`src/rtl/elevator_request_queue.sv`:
```
// Call-button request stage: edge-captures presses, de-duplicates queued floors,
// drops current-floor calls and feeds accepted floors into a FWFT FIFO.
module elevator_request_queue #(
  parameter int FLOORS = 16,
  parameter int DEPTH  = 8,
  parameter int AW     = 3
) (
  input  logic              clk,
  input  logic              rst,
  input  logic [FLOORS-1:0] req_btn,
  input  logic [3:0]        cur_floor,
  input  logic              fifo_rd,
  output logic              fifo_empty,
  output logic              fifo_full,
  output logic [3:0]        fifo_dout,
  output logic [FLOORS-1:0] pending,
  output logic [AW:0]       q_count
);

  logic [FLOORS-1:0] btn_q;
  logic [FLOORS-1:0] arm;
  logic [3:0]        mem [DEPTH];
  logic [AW-1:0]     wr_ptr;
  logic [AW-1:0]     rd_ptr;
  logic [AW:0]       count;

  logic [FLOORS-1:0] rise;
  logic [FLOORS-1:0] sel_oh;
  logic [FLOORS-1:0] head_oh;
  logic [FLOORS-1:0] clr;
  logic [3:0]        sel;
  logic              sel_valid;
  logic              is_dup;
  logic              is_cur;
  logic              push;
  logic              pop;
  logic [3:0]        head;

  assign head       = mem[rd_ptr];
  assign fifo_empty = (count == '0);
  assign fifo_full  = (count == (AW+1)'(DEPTH));
  assign fifo_dout  = fifo_empty ? '0 : head;
  assign q_count    = count;
  assign rise       = req_btn & ~btn_q;

  // Lowest armed floor wins; only one request is resolved per cycle.
  always_comb begin
    sel       = '0;
    sel_oh    = '0;
    sel_valid = 1'b0;
    for (int unsigned i = 0; i < FLOORS; i++) begin
      if (arm[i] && !sel_valid) begin
        sel_valid = 1'b1;
        sel       = 4'(i);
        sel_oh[i] = 1'b1;
      end
    end
  end

  always_comb begin
    head_oh = '0;
    for (int unsigned i = 0; i < FLOORS; i++) begin
      head_oh[i] = (head == 4'(i));
    end
  end

  // A full FIFO holds the armed bit so the press survives until a slot frees.
  always_comb begin
    is_dup = |(pending & sel_oh);
    is_cur = (sel == cur_floor);
    push   = sel_valid && !is_dup && !is_cur && !fifo_full;
    pop    = fifo_rd && !fifo_empty;
    clr    = (is_dup || is_cur || !fifo_full) ? sel_oh : '0;
  end

  always_ff @(posedge clk or posedge rst) begin
    if (rst) begin
      btn_q   <= '1;
      arm     <= '0;
      pending <= '0;
      wr_ptr  <= '0;
      rd_ptr  <= '0;
      count   <= '0;
    end else begin
      btn_q   <= req_btn;
      arm     <= (arm | rise) & ~clr;
      pending <= (pending & ~(pop ? head_oh : '0)) | (push ? sel_oh : '0);
      if (push) wr_ptr <= wr_ptr + AW'(1);
      if (pop)  rd_ptr <= rd_ptr + AW'(1);
      case ({push, pop})
        2'b10:   count <= count + (AW+1)'(1);
        2'b01:   count <= count - (AW+1)'(1);
        default: count <= count;
      endcase
    end
  end

  always_ff @(posedge clk) begin
    if (push) mem[wr_ptr] <= sel;
  end

endmodule

```
`config.mk`:
```
export PLATFORM = sky130hd
export DESIGN_NAME = elevator_request_queue
export DESIGN_NICKNAME = d
export VERILOG_FILES = /design/src/rtl/elevator_request_queue.sv
export SDC_FILE = /design/constraint.sdc
export NUM_CORES = 1
export LEC_CHECK = 0
export BUFFER_PORTS_ARGS = -buffer_cell sky130_fd_sc_hd__buf_2
export CAP_MARGIN = 25
export CORE_MARGIN = 4
export CORE_UTILIZATION = 51
export CTS_CLUSTER_SIZE = 10
export DETAILED_ROUTE_END_ITERATION = 7
export PLACE_DENSITY = 0.71
export SYNTH_ARGS = -nofsm -noshare
export SYNTH_HDL_FRONTEND = slang
export SYNTH_SLANG_ARGS = --single-unit
```
`constraint.sdc`:
```
create_clock -name clk -period 5.2 [get_ports clk]
set_input_delay 1.04 -clock clk [delete_from_list [all_inputs] [get_ports clk]]
set_output_delay 1.04 -clock clk [all_outputs]
set_load 0.005 [all_outputs]
```
==> impl_metrics.toml <==
[run_status]
status = "complete, no violations"

[synth]
yosys-top-cells-area = "dfrtp_1, edfxtp_1, dfstp_2"
synth.distinct_cells = 56
synth_area_sq_um = 4150
synth_top_area_cell = "dfrtp_1"
syn_avg_cell_area_sq_um = 11.9
synth_ff_type = "dfrtp_1"
synthArstFlopShare = 0.644
yosys_warnings = 0
syn_nets = 378
ys_seq_area_frac = 0.586
synth_enable_flop_cells = 32
synth_cells = 350
synth_top_area_share = 0.253
ys_seq_elements = 90

[sta]
relSlewSlack = 0.369
setup_viol = 0
whs_ns = 0.528
grt_setup_unrepaired = "no"
worst_slew_pin_slew_ns = 0.939
setup_tns_ns = 0
hold_viol_final = 0
skew_ns = 0.0152
layout_min_cycle_time_ns = 4.01
fmax_mhz = 249
timing.final.ws_setup_ns = 1.19
fin_crit_sh = 0.771
drv_slew = 0

[hold_path]
hold_class = "flop to flop"

[final_layout]
final_cell_mix = "buf_2, dfrtp_1, edfxtp_1"
final_nets = 423
drive_gt1_frac = 0.263
fin_cells = 502
n_antenna_cell = 0
mostFrequentLayoutCell = "buf_2"
areaGrowthSynthToFinish_pct = 12.3
fill_cells = 654

[clocking]
cts_setup_buffers = 0
cts_tree = "done"
cts_resized = 0
clk_latency_ns = 0.37
cts.path.max_buffers = 2
cts_buffers = 9
hold_buffers = 0
clock_sinks = 90
cts_root_buf = "clkbuf_8"
clk_pin_slew_worst_paths_ns = 0.09
htreeDepth = 3

[worst_setup_path]
regToRegEndpoint = "q_count[3]$_DFFE_PP0P_"
cp_data_arrival_time_ns = 4.29
cp-start-kind = "flop"
r2r-start = "arm[1]$_DFF_PP0_"
crit_fanout = 28
worstSetupEndpointType = "flop"
setup.worst_path.start = "arm[1]$_DFF_PP0_"
critPathKind = "flop to flop"
timing.reg2reg.setup_slack_ns = 1.19
worstPathRequired_ns = 5.48
cp-endpoint = "q_count[3]$_DFFE_PP0P_"
reg2reg_depth = 13

[grt]
groute.usage.overall = 0.203
grt_pass1_vias = 2921
grt.overflow.total = 0
antenna_found_initial = 0
grt_max_degree = 36
grt_first_pass_wirelength_um = 15300

[die]
rows = 32
dieHeight_um = 98.2
io-pin-count = 49
dieArea_sq_um = 9640
chipWidth_um = 98.2
fp.coreArea_sq_um = 7810
initial_core_util = 0.531

[detailed_routing]
wl_um = 9300
vias = 2989
dr.pass1.iters = 5
first_iter_violations = 286
drc = 0
routed_via_density = 5.95
wl_per_cell_um = 18.5
ant_nets = 0

[power]
power_density_nw_per_um2 = 548
peakVddDrop_mv = 0.304
p_leak_nw = 1.87

[placement]
gp_congestion = 0.823
io_buffers = 48
hpwl_um = 6670
dp_slack_ns = 1.28
placed_cells = 486

[flow_run]
cap_viol_max_count = 0
-- kinds of logic after synthesis --
kind of cell | Yosys count | synth area share
compound gates | 93 | 0.135
xor+xnor | 10 | 0.0211
fa+ha+maj | 5 | 0.0151
buf+inv | 42 | 0.0462
flops | 90 | 0.586
mux | 16 | 0.0640
simple gates | 94 | 0.132
-- metal layers --
| layer | global-route usage | share of wire |
|---|---|---|
| met2 | 0.290 | 0.44 |
| met1 | 0.309 | 0.47 |
| met3 | 0.0371 | 0.075 |
| met4 | 0.0746 | 0.019 |
| met5 | 0 | 0 |
-- report_power, final --
part	total (W)	internal [W]	leakage (nW)	switching [W]
Sequential	0.00112	0.000927	0.943	0.000188
Combinational	0.000896	0.000379	0.810	0.000517
Clock	0.000540	0.000290	0.115	0.000249
Total	0.00255	0.00160	1.87	0.000954
-- sequential cells by signal (all words and copies together), names as in the netlist --
register  flops
btn_q        16
pending      16
q_count       4
mem          32
arm          16
rd_ptr        3
wr_ptr        3
-- Yosys cell counts, types with 2 or more instances --
cell / number
a31oi_1: 15
dfstp_2: 16
o22ai_1: 2
mux2i_1: 4
a21oi_1: 22
or2_2: 2
nand4_1: 2
buf_2: 6
nand4b_1: 2
clkbuf_1: 5
and3_1: 3
nand2_1: 31
nor4b_1: 4
o21ai_0: 31
nor4_4: 2
xnor2_1: 6
o21ai_1: 3
o31ai_1: 4
or3_1: 2
inv_1: 26
dfrtp_1: 42
nor4_1: 7
edfxtp_1: 32
xor2_1: 4
nor3_1: 5
buf_6: 3
ha_1: 5
mux4_2: 8
nand2b_1: 4
nor4_2: 2
a21o_1: 2
nor2_1: 15
mux2_2: 3
a22oi_1: 3
nand3_1: 2
nor2b_1: 5
-- worst min-delay path by stage --
stage | startpoint | to | depth (start not counted)
floorplan | btn_q[0]$_DFF_PP1_ | arm[0]$_DFF_PP0_ | 1
global placement | btn_q[0]$_DFF_PP1_ | arm[0]$_DFF_PP0_ | 1
detailed placement | btn_q[0]$_DFF_PP1_ | arm[0]$_DFF_PP0_ | 1
CTS | btn_q[0]$_DFF_PP1_ | arm[0]$_DFF_PP0_ | 1
global route | btn_q[0]$_DFF_PP1_ | arm[0]$_DFF_PP0_ | 1
finish | btn_q[0]$_DFF_PP1_ | arm[0]$_DFF_PP0_ | 1
-- layout make-up --
cell class	instances	area, sq um	share of cell area
Timing Repair Buffer	50	255	0.0548
Clock buffer	12	149	0.0320
Inverter	26	97.6	0.0210
Clock inverter	4	72.6	0.0156
Sequential cell	90	2430	0.522
Multi-Input combinational cell	218	1520	0.327
Tap cell	102	128	0.0274
-- worst max-delay path, stage by stage, from the launching register on --
cell and delay, ns:
dfrtp_1 0.49, nor4_2 0.87, nand2_1 0.23, o211ai_2 0.44, xnor2_1 0.20, nand4_2 0.20
nand3_4 0.30, ha_1 0.34, nand2_1 0.08, mux2_2 0.28, o22ai_1 0.13, o21ai_0 0.09
nor2_1 0.12, xor2_1 0.15
-- per-stage QoR --
| stage | total power (W) | util | instance area [sq um] |
|---|---|---|---|
| final | 0.00255 | 0.597 | 4660 |
| after global routing | 0.00271 | 0.597 | 4660 |
| after CTS | 0.00255 | 0.597 | 4660 |
| after detailed placement | 0.00202 | 0.568 | 4440 |
| after global placement | 0.00199 | 0.568 | 4440 |
| after floorplan | 0.00175 | - | 4150 |
(Power assumes the default switching activity.)
